<file path="src/rtl/sfr_pkg.sv">
// Shared definitions for the special-function register writeback file:
// SREG bit positions, stack-pointer op encodings and default I/O addresses.
package sfr_pkg;

    localparam int unsigned SP_WIDTH = 16;

    // SREG bit positions (I T H S V N Z C, bit7..bit0)
    localparam int unsigned SREG_I = 7;
    localparam int unsigned SREG_T = 6;
    localparam int unsigned SREG_H = 5;
    localparam int unsigned SREG_S = 4;
    localparam int unsigned SREG_V = 3;
    localparam int unsigned SREG_N = 2;
    localparam int unsigned SREG_Z = 1;
    localparam int unsigned SREG_C = 0;

    // Stack pointer operation encodings
    typedef enum logic [1:0] {
        SP_NONE  = 2'b00,
        SP_PUSH  = 2'b01,
        SP_POP   = 2'b10,
        SP_NONE2 = 2'b11
    } sp_op_e;

    // Default reset value and I/O-space addresses
    localparam logic [15:0] SP_RESET_DEFAULT  = 16'h08FF;
    localparam logic [5:0]  SREG_ADDR_DEFAULT = 6'h3F;
    localparam logic [5:0]  SPH_ADDR_DEFAULT  = 6'h3E;
    localparam logic [5:0]  SPL_ADDR_DEFAULT  = 6'h3D;

endpackage

</file>
<file path="src/rtl/sfr_sp_unit.sv">
// Stack pointer register with push/pop arithmetic, byte-wise I/O writes,
// wrap detection and the sticky wrap fault.
module sfr_sp_unit
    import sfr_pkg::*;
#(
    parameter logic [15:0] SP_RESET = SP_RESET_DEFAULT
) (
    input  logic        clock,
    input  logic        reset,
    input  logic        stall,
    input  logic        spl_we,
    input  logic        sph_we,
    input  logic [7:0]  wdata,
    input  logic [1:0]  sp_op,
    input  logic [1:0]  sp_bytes,
    output logic [15:0] sp,
    output logic [15:0] sp_addr,
    output logic        sp_fault
);

    logic [15:0] r_sp;
    logic        r_fault;
    logic [15:0] w_n;
    logic [16:0] w_sum;
    logic [16:0] w_diff;
    logic [15:0] w_sp_next;
    logic        w_wrap;
    logic        w_fault_next;

    // Next SP, stack address and wrap flag; an I/O byte write overrides any op
    always_comb begin
        w_n          = (sp_bytes == 2'd0) ? 16'd1 : {14'd0, sp_bytes};
        w_sum        = {1'b0, r_sp} + {1'b0, w_n};
        w_diff       = {1'b0, r_sp} - {1'b0, w_n};
        w_sp_next    = r_sp;
        w_wrap       = 1'b0;
        sp_addr      = r_sp;
        w_fault_next = r_fault;
        case (sp_op)
            SP_PUSH: begin
                w_sp_next = w_diff[15:0];
                w_wrap    = w_diff[16];
                sp_addr   = r_sp;
            end
            SP_POP: begin
                w_sp_next = w_sum[15:0];
                w_wrap    = w_sum[16];
                sp_addr   = r_sp + 16'd1;
            end
            default: begin
                w_sp_next = r_sp;
                w_wrap    = 1'b0;
                sp_addr   = r_sp;
            end
        endcase
        if (spl_we || sph_we) begin
            w_sp_next    = {(sph_we ? wdata : r_sp[15:8]), (spl_we ? wdata : r_sp[7:0])};
            w_fault_next = 1'b0;
        end else begin
            w_fault_next = r_fault | w_wrap;
        end
    end

    // SP and fault state; hold while the pipeline is stalled
    always_ff @(posedge clock or negedge reset) begin
        if (!reset) begin
            r_sp    <= SP_RESET;
            r_fault <= 1'b0;
        end else if (stall) begin
            r_sp    <= r_sp;
            r_fault <= r_fault;
        end else begin
            r_sp    <= w_sp_next;
            r_fault <= w_fault_next;
        end
    end

    assign sp       = r_sp;
    assign sp_fault = r_fault;

endmodule

</file>
<file path="src/rtl/sfr_writeback_file.sv">
// Architectural SREG and stack pointer at the Execute/Writeback boundary.
// SREG merge (ALU flags, I/O writes, interrupt entry / RETI) lives here;
// SP handling is delegated to sfr_sp_unit.
module sfr_writeback_file
    import sfr_pkg::*;
#(
    parameter logic [15:0] SP_RESET  = SP_RESET_DEFAULT,
    parameter logic [5:0]  SREG_ADDR = SREG_ADDR_DEFAULT,
    parameter logic [5:0]  SPH_ADDR  = SPH_ADDR_DEFAULT,
    parameter logic [5:0]  SPL_ADDR  = SPL_ADDR_DEFAULT
) (
    input  logic        clock,
    input  logic        reset,
    input  logic        stall,
    input  logic [7:0]  flag_we,
    input  logic [7:0]  flag_in,
    input  logic        io_we,
    input  logic [5:0]  io_waddr,
    input  logic [7:0]  io_wdata,
    input  logic [5:0]  io_raddr,
    output logic [7:0]  io_rdata,
    input  logic [1:0]  sp_op,
    input  logic [1:0]  sp_bytes,
    input  logic        irq_entry,
    input  logic        reti,
    output logic [7:0]  sreg,
    output logic [15:0] sp,
    output logic [15:0] sp_addr,
    output logic        sp_fault
);

    logic [7:0]  r_sreg;
    logic [7:0]  w_sreg_next;
    logic        w_spl_we;
    logic        w_sph_we;
    logic [15:0] w_sp;

    assign w_spl_we = io_we && (io_waddr == SPL_ADDR);
    assign w_sph_we = io_we && (io_waddr == SPH_ADDR);

    // SREG merge: I/O write lowest, ALU flags per enabled bit above it,
    // then RETI and finally interrupt entry on the I bit
    always_comb begin
        if (io_we && (io_waddr == SREG_ADDR)) begin
            w_sreg_next = io_wdata;
        end else begin
            w_sreg_next = r_sreg;
        end
        w_sreg_next = (w_sreg_next & ~flag_we) | (flag_in & flag_we);
        if (irq_entry) begin
            w_sreg_next[SREG_I] = 1'b0;
        end else if (reti) begin
            w_sreg_next[SREG_I] = 1'b1;
        end else begin
            w_sreg_next[SREG_I] = w_sreg_next[SREG_I];
        end
    end

    // SREG register; hold while stalled
    always_ff @(posedge clock or negedge reset) begin
        if (!reset) begin
            r_sreg <= 8'h00;
        end else if (stall) begin
            r_sreg <= r_sreg;
        end else begin
            r_sreg <= w_sreg_next;
        end
    end

    sfr_sp_unit #(
        .SP_RESET (SP_RESET)
    ) u_sp_unit (
        .clock    (clock),
        .reset    (reset),
        .stall    (stall),
        .spl_we   (w_spl_we),
        .sph_we   (w_sph_we),
        .wdata    (io_wdata),
        .sp_op    (sp_op),
        .sp_bytes (sp_bytes),
        .sp       (w_sp),
        .sp_addr  (sp_addr),
        .sp_fault (sp_fault)
    );

    // I/O read mux from current register state, zero for non-SFR addresses
    always_comb begin
        case (io_raddr)
            SREG_ADDR: io_rdata = r_sreg;
            SPH_ADDR:  io_rdata = w_sp[15:8];
            SPL_ADDR:  io_rdata = w_sp[7:0];
            default:   io_rdata = 8'h00;
        endcase
    end

    assign sreg = r_sreg;
    assign sp   = w_sp;

endmodule

</file>
<file path="config.mk">
export PLATFORM = sky130hd
export DESIGN_NAME = sfr_writeback_file
export DESIGN_NICKNAME = d
export VERILOG_FILES = /design/src/rtl/sfr_pkg.sv /design/src/rtl/sfr_sp_unit.sv /design/src/rtl/sfr_writeback_file.sv
export SDC_FILE = /design/constraint.sdc
export NUM_CORES = 1
export LEC_CHECK = 0
export CORE_MARGIN = 5
export CORE_UTILIZATION = 40
export CTS_CLUSTER_SIZE = 24
export DETAILED_ROUTE_END_ITERATION = 8
export PLACE_DENSITY = 0.79
export SLEW_MARGIN = 20
export SYNTH_ARGS = -nofsm -noshare
export SYNTH_HDL_FRONTEND = slang
export SYNTH_SLANG_ARGS = --single-unit
</file>
<file path="constraint.sdc">
create_clock -name clock -period 2.61 [get_ports clock]
set_input_delay 0.522 -clock clock [delete_from_list [all_inputs] [get_ports clock]]
set_output_delay 0.522 -clock clock [all_outputs]
set_load 0.005 [all_outputs]
</file>
# Word level (Yosys, flattened, before mapping)
# Index checks and enable logic that the tools add are counted.
[word_totals] word_cells=43 out_inout_bits=49 ff_bits=25
[op_classes] bitwise=6 n_reduce_logical=8 addsub=3 eq_ne=10 n_mux=12
[ops] op="6-bit equality test (second input constant)" count=6
[ops] op="16-bit 2-to-1 mux" count=2
[ops] op="16-bit one-hot mux with 2 select lines" count=1
[ops] op="8-bit 2-to-1 mux" count=3
[ops] op="8-bit one-hot mux with 3 select lines" count=1
[ops] op="16-bit by 16-bit adder with 17-bit output" count=1
[ops] op="16-bit by 16-bit subtractor with 17-bit output" count=1
[ops] op="16-bit by 1-bit adder with 16-bit output (second input constant)" count=1
[ops] op="8-bit bitwise AND" count=2
[ops] op="8-bit inverter" count=1
[ops] op="8-bit OR" count=1
[ops] op="3-bit AND reduction" count=2
[ops] op="2-bit by 1-bit inequality test with 1-bit output (second input constant)" count=2
[ops] op="1-bit logical AND" count=3
[ops] op="1-bit 2-to-1 mux" count=3
[ops] op="3-bit nonzero test" count=1
[ops] op="2-bit by 1-bit equality test with 1-bit output (second input constant)" count=1
[ops] op="2-bit equality test (second input constant)" count=1
[ops] op="2-bit logical NOT" count=1
[ops] op="2-bit 2-to-1 mux" count=1
[ops] op="1-bit one-hot mux with 2 select lines" count=1
[ops] op="1-bit logical OR" count=1
[ops] op="1-bit inverter" count=1
[ops] op="1-bit OR" count=1

# Logic depth before layout (Yosys ltp)
[depth] depth_word=7 ltp_mapped=9

# Modules after synthesis
# A second synthesis with hierarchy kept.
[unflattened] cells_unflattened=309 hier_area_um2=2581.2
[by_module_without_submodules] mod="sfr_sp_unit" seq_area_each_um2=436.7 area_per_inst_um2=1840.5 cells_each=222 instances=1
[by_module_without_submodules] mod="sfr_writeback_file" seq_area_each_um2=200.2 area_per_inst_um2=740.7 cells_each=87 instances=1

# Worst setup path before layout
# Ideal clock, no wire load.
[synth_timing] path_kind="input to output" startpoint="in sp_op[0]" endpoint="out sp_addr[14]" setup_slack_ns=0.199 stages=9 t_arrival_ns=1.889 n_path_buf=2 path_cell_list="inv_1 ha_1 buf_4 buf_6 nand3_1 or2_2 nor3_1 nand3_1 xnor2_1"
[synth_via] elab_chain_len=2
[synth_lines] item="from (decl)" line_no="sfr_writeback_file.sv:22" rtl="input logic [1:0] sp_op,"
[synth_lines] item="2-bit equality test" line_no="sfr_sp_unit.sv:39" rtl="case (sp_op)"
[synth_lines] item="16-bit 2-to-1 mux" line_no="sfr_sp_unit.sv:39"
[synth_lines] item="to (decl)" line_no="sfr_writeback_file.sv:28" rtl="output logic [15:0] sp_addr,"
# No other way between the ends.

# Final worst setup path
[layout_timing] startpoint="in sp_op[1]" endpoint="out sp_addr[1]"
# The elaborated chain is that of the path after synthesis.

==> impl_metrics.json <==
{
  "start_util_pct": 41.72,
  "register_area_sq_um": 636.9,
  "setup_viol": 1,
  "final_common_cell": "clkdlybuf4s50_1",
  "drt_iter0_markers": 277,
  "regToRegEndpoint": "u_sp_unit.sp[14]",
  "synth_edf_count": 0,
  "outcome": "finished, violations left",
  "reg2reg_slack_ps": 160,
  "r2r_start": "u_sp_unit.sp[0]",
  "crit_arrival_ps": 2090,
  "end_kind": "output port",
  "drive_above_1_share_pct": 24.94,
  "async_flop_share_pct": 100.0,
  "dieWidth_um": 89.27,
  "synth_area_per_cell_sq_um": 8.109,
  "clk_path_buf_depth": 2,
  "syn_nets": 365,
  "fill_cells": 529,
  "grt_pass1_wl_um": 14120,
  "cts_made_buffers": 3,
  "grt_pass1_vias": 2918,
  "core_area_sq_mm": 0.006026,
  "clk_pin_slew_worst_paths_ps": 100,
  "antennaDiodeCount": 0,
  "finish.utilization_pct": 64.08,
  "htreeDepth": 1,
  "tritoncts": "yes",
  "drtPass1Iterations": 7,
  "syn_to_final_growth_pct": 53.61,
  "powerDensity_mw_per_mm2": 713.7,
  "yosys_warnings": 0,
  "final_max_slew_viol_count": 0,
  "cts-root-buf": "clkbuf_8",
  "synthFlopType": "dfrtp_1",
  "endpoint": "sp_addr[1]",
  "gp_congestion": 0.9361,
  "mostFrequentLayoutCells": "clkdlybuf4s50_1 (69), buf_4 (46), nor2_1 (24)",
  "critPathLaunchType": "input pin",
  "post-route-worst-setup-slack_ps": -5.688,
  "ys_seq_area_share_pct": 25.34,
  "rows": 28,
  "startpoint": "sp_op[1]",
  "port-buffer-count": 94,
  "wire_per_inst_um": 18.21,
  "grt_max_degree": 26,
  "routed.top_layer": "met4",
  "syn_area_sq_mm": 0.002514,
  "syn_inst": 310,
  "crit_type": "input pin to output port",
  "cp.required_ps": 2090,
  "worstHoldPathCells": 1,
  "tightest_slew_ps": 457.2,
  "io_pins": 95,
  "hold_class": "register to register",
  "period_share_pct": 100.2,
  "place_inst": 498,
  "cellLeakagePower_nw": 1.610,
  "violations": "setup timing",
  "vias": 3018,
  "clk_latency_ps": 280,
  "layout_min_cycle_time_ps": 2616,
  "dpl.hpwl_um": 7099,
  "antenna_found_initial": 0,
  "reg2reg_depth": 9,
  "layout.cells.non_filler": 504,
  "die_h_um": 89.27,
  "synthDistinctLibCells": 56,
  "drt-total-wl_um": 9177,
  "drcViolationCount": 0,
  "multi_input_area_sq_mm": 0.001769,
  "overflow": 0,
  "track_usage_pct": 22.55,
  "yosys_register_bits": 25,
  "finalHoldViolations": 0,
  "wl_met2_um": 4551,
  "power.total_w": 0.002756,
  "max_freq_mhz": 382.3,
  "cp_max_fo": 16,
  "dieArea_sq_mm": 0.007969,
  "wl_met3_um": 708,
  "wl_met1_um": 3676,
  "skew_ps": 3.403,
  "max-cap-violations": 0,
  "slew_headroom_pct": 69.52,
  "cts_sinks": 25,
  "viasPerCell": 5.988,
  "ir_worst_vdd_mv": 0.4686,
  "nets": 485,
  "holdBufCountCts": 0,
  "drtAntennaViolNets": 0
}
## cells in the mapped netlist (all sizes together), types with 2 or more instances
master,count,area share [%]
nor2,28,4.2
o21ai,25,5.1
nand2,22,3.3
buf,19,5.0
a21oi,16,3.2
dfrtp,16,16
a22oi,14,4.2
nand3,14,2.8
a31oi,9,2.2
clkbuf,9,1.3
dfstp,9,9.4
mux2,9,4.0
o22a,9,3.1
xnor2,9,3.1
inv,8,1.2
nand4,8,2.6
ha,7,3.5
nor3,7,2.0
xor2,7,2.4
a22o,6,2.1
and3b,5,1.7
nor2b,5,1.2
o22ai,5,1.2
nand2b,4,1.0
o31ai,4,1.2
and4,3,1.0
o21ba,3,1.2
or2,3,0.75
a31o,2,0.70
and2,2,0.50
fa,2,1.6
nor3b,2,0.60
o211ai,2,0.60
or3,2,0.50
## power breakdown
part / switching, W / internal [W] / leakage (nW) / total, W
logic: 0.000806 / 0.000921 / 1.29 / 0.00173
registers: 0.000210 / 0.000566 / 0.293 / 0.000775
clock network: 0.000145 / 0.000107 / 0.0255 / 0.000253
## worst min path at each step
stage,from,slack [ps],endpoint
6_report,u_sp_unit.sp_fault,510,u_sp_unit.sp_fault
5_1_grt,u_sp_unit.sp_fault,580,u_sp_unit.sp_fault
4_1_cts,u_sp_unit.sp_fault,520,u_sp_unit.sp_fault
3_5_place_dp,u_sp_unit.sp_fault,500,u_sp_unit.sp_fault
3_3_place_gp,u_sp_unit.sp_fault,490,u_sp_unit.sp_fault
2_1_floorplan,reset,230,asynchronous set/reset pin
## layer usage
metal  GRT usage [%]  vias to the layer above
li1                -                     1391
met1           30.10                     1440
met2           37.84                      162
met3           3.226                       25
met4           6.631                        0
met5               0                        -
## critical path, stage by stage
cell and delay [ps]:
dlygate4sd2_1 250, ha_2 200, buf_4 130, buf_4 170, o21ai_0 260, clkdlybuf4s50_1 550
## timing repair
action / CTS / global route
setup endpoints to repair: 24 / 11
pin swaps: 8 / 5
setup buffers: 3 / 0
gates resized for setup: 48 / 17
## logic make-up after synthesis
family	count (synthesis)	share of synthesized area [%]
AND/OR/NAND/NOR	110	24.04
buffers and inverters	36	7.566
multiplexers	9	4.032
adder cells (fa/ha/maj)	9	5.077
flip-flops	25	25.34
XOR/XNOR	16	5.575
AO/OA/AOI/OAI	105	28.37
## final cells by class
type | instances | share of cell area [%]
clock inverter | 1 | 0.1296
clock buffer | 3 | 1.069
timing repair buffer | 143 | 33.28
inverter | 8 | 0.7777
tap | 75 | 2.430
sequential | 25 | 16.49
multi-input combinational | 249 | 45.82
## metrics by stage
step           area [sq um]  worst slack (ps)  TNS [ps]  hold slack, ps
3_3_place_gp           3754            -546.9     -7031           486.4
3_5_place_dp           3754            -642.4     -8439           497.1
6_report               3861            -5.688    -5.688           514.8
2_1_floorplan          2514             199.4         0           226.4
5_1_grt                3861            -65.20    -65.20           579.2
4_1_cts                3816             7.450         0           524.9
Power figures use the tool's default switching activity.
==> RTL edit, RTL diff (config.mk and constraints unchanged) <==
Put a register stage on the output `sp_fault`, cleared by the reset. The value now appears one clock later. The other outputs are not delayed to match.
--- a/src/rtl/sfr_writeback_file.sv
+++ b/src/rtl/sfr_writeback_file.sv
@@ -28,6 +28,8 @@
     output logic [15:0] sp_addr,
     output logic        sp_fault
 );
+
+    logic sp_fault_d;
 
     logic [7:0]  r_sreg;
     logic [7:0]  w_sreg_next;
@@ -80,7 +82,7 @@
         .sp_bytes (sp_bytes),
         .sp       (w_sp),
         .sp_addr  (sp_addr),
-        .sp_fault (sp_fault)
+        .sp_fault (sp_fault_d)
     );
 
     // I/O read mux from current register state, zero for non-SFR addresses
@@ -96,5 +98,13 @@
     assign sreg = r_sreg;
     assign sp   = w_sp;
 
+    always_ff @(posedge clock or negedge reset) begin
+        if (!reset) begin
+            sp_fault <= '0;
+        end else begin
+            sp_fault <= sp_fault_d;
+        end
+    end
+
 endmodule
 
Check against the original RTL: not equivalent (Yosys sat finds a counterexample within 4 cycles, from zero or initial values and one cycle with reset low).
==> RTL edit against the original RTL <==
Maximum frequency grew 3.4%; power grew 0.50%; wire length decreased by 1.5%; count of clock-buffer cells in the layout stayed put; cell area increased by 1.8%; sequential cell count grew 1; synthesized area rose by 2.2%; non-clock buffer count rose by 2; setup slack better by 0.087 ns; largest cell class unchanged; largest power group unchanged; highest routed layer unchanged.
==> RTL edit: results (changes against the original RTL) <==
Layout
  • Layout cell share with drive strength beyond 1: 24.59% (was 24.94%)
  • Final net count: 487 (was 485)

Global routing
  • First-pass GRT wire length: 14570 um (was 14120 um)
  • Vias in the first global route: 3068 (was 2918)
  • Met1 Use GR: 25.86% (was 30.10%)
  • Largest net degree at the start of global routing: 27 (was 26)
  • Met3 Usage GRT: 4.090% (was 3.226%)
  • Total GRT Usage: 21.40% (was 22.55%)
  • Met2 Use GR: 36.28% (was 37.84%)

Critical path
  • Worst reg2reg setup slack: 0.11 ns (was 0.16 ns)
  • Reg2reg end: u_sp_unit.sp[10] (was u_sp_unit.sp[14])
  • Worst path max stage delay: 0.52 ns (was 0.55 ns)
  • Reg-to-reg startpoint: u_sp_unit.sp[0] (unchanged)
  • Slowest cell on crit path: clkdlybuf4s50_1 (unchanged)
  • Worst r2r path cells: 10 (was 9)
  • Crit path DAT: 2.01 ns (was 2.09 ns)
  • CP Max Fanout: 2 (was 16)
  • Worst Setup EP: sp_addr[3] (was sp_addr[1])
  • Crit path max-delay family: buffers and inverters (unchanged)
  • CP Launch Point: sp_op[0] (was sp_op[1])

Yosys
  • Synth unique cells: 59 (was 56)
  • Synthesized Nets: 366 (was 365)
  • Post-synth top cells: nor2_1 (35), o21ai_0 (22), clkbuf_1 (18) (was nor2_1 (28), o21ai_0 (23), nand2_1 (22))
  • Synth Flop Type: dfrtp_1 (unchanged)
  • Sequential element share of the synthesized area: 25.75% (was 25.34%)
  • Synth area leaders: dfrtp_1 (17%), dfstp_2 (9.2%), nor2_1 (5.1%) (was dfrtp_1 (16%), dfstp_2 (9.4%), o21ai_0 (4.6%))

CTS
  • Bufs on Longest Clock Path: 2 (unchanged)
  • CTS H-tree depth: 1 (unchanged)
  • CTS buffer count: 3 (unchanged)
  • Clk root buf: clkbuf_8 (unchanged)

Drt
  • Pre-antenna DRT Iters: 4 (was 7)
  • M1 wire length: 3529 um (was 3676 um)
  • Met2 wire length: 4470 um (was 4551 um)
  • Via Count: 2972 (was 3018)
  • Uppermost layer routed: met4 (unchanged)
  • Met3 wire length: 700 um (was 708 um)
  • Initial DRC count: 239 (was 277)
  • Avg WL per Cell: 17.79 um (was 18.21 um)

Placed design
  • Place WS: -0.4522 ns (was -0.6424 ns)
  • # port buffers: 94 (unchanged)
  • DP HPWL: 6903 um (was 7099 um)
  • GPL Wtd Cong: 0.8867 (was 0.9361)
  • DP Area: 3714 um^2 (was 3754 um^2)

Hold path
  • Hold Path Class: reg2reg (unchanged)
  • HP Start: u_sp_unit.sp_fault (unchanged)
  • Worst hold endpoint: sp_fault (was u_sp_unit.sp_fault)
  • WHS Path Cells: 0 (was 1)

Power and ir drop
  • Worst VDD drop: 0.0004874 V (was 0.0004686 V)
  • Pleak: 1.686 nW (was 1.610 nW)
  • Int Power: 1.700 mW (was 1.594 mW)

Timing
  • Setup Skew: 0.007292 ns (was 0.003403 ns)
  • Slew @ Worst Pin: 0.4723 ns (was 0.4572 ns)
  • Final Hold Slack: 0.4133 ns (was 0.5148 ns)
  • Achievable Freq: 395.5 MHz (was 382.3 MHz)

Run status
  • Status: completed (was finished with violations)
## RTL edit: changes by cell type after synthesis, moves of 4 or more
| cell | change |
|---|---|
| a22o_1 | -6 |
| a22oi_1 | -5 |
| buf_2 | -10 |
| buf_4 | -5 |
| clkbuf_1 | +9 |
| clkbuf_8 | +4 |
| nand2_1 | -6 |
| nand3_1 | -8 |
| nand4_1 | +6 |
| nor2_1 | +7 |
| o21ba_2 | +5 |
## RTL edit: layout make-up
class / count / area [um^2]
repair buffers: 145 / 1321
multi-input cells: 246 / 1744
flip-flops and latches: 26 / 661.9
clock inverters: 1 / 30.03
well taps: 77 / 96.34
inverters: 10 / 37.54
clock buffers: 3 / 41.29
fillers: 540 / 2381
## RTL edit: repair_timing
item | in CTS | in global routing
cloned | 0 | 1
pin swaps | 5 | 1
buffers inserted | 10 | 0
endpoints found under the setup margin | 24 | 11
resized for setup | 36 | 13
## RTL edit: cells by family (layout without fill, tap and decap cells)
family,Yosys count,in the layout,synth area share [%]
AOI/OAI and AO/OA,104,104,28.09
DFF,26,26,25.75
muxes,8,8,3.457
adders and majority gates,9,9,4.966
and+or+nand+nor,109,109,23.27
buffers and inverters,39,159,9.006
xor gates and xnor gates,16,16,5.453
## RTL edit: through the flow
step                util [%]  std cells
floorplan                  -        311
global placement       58.82        493
detailed placement     58.82        493
CTS                    61.47        507
global route           62.29        508
finish                 62.29        508
## RTL edit: power groups by stage
stage	clock network (mW)	logic [mW]	registers, mW
CTS	0.350	1.68	0.703
global route	0.367	1.84	0.728
finish	0.345	1.70	0.719
detailed placement	0	1.58	0.752
floorplan	0	0.801	0.697
global placement	0	1.54	0.744
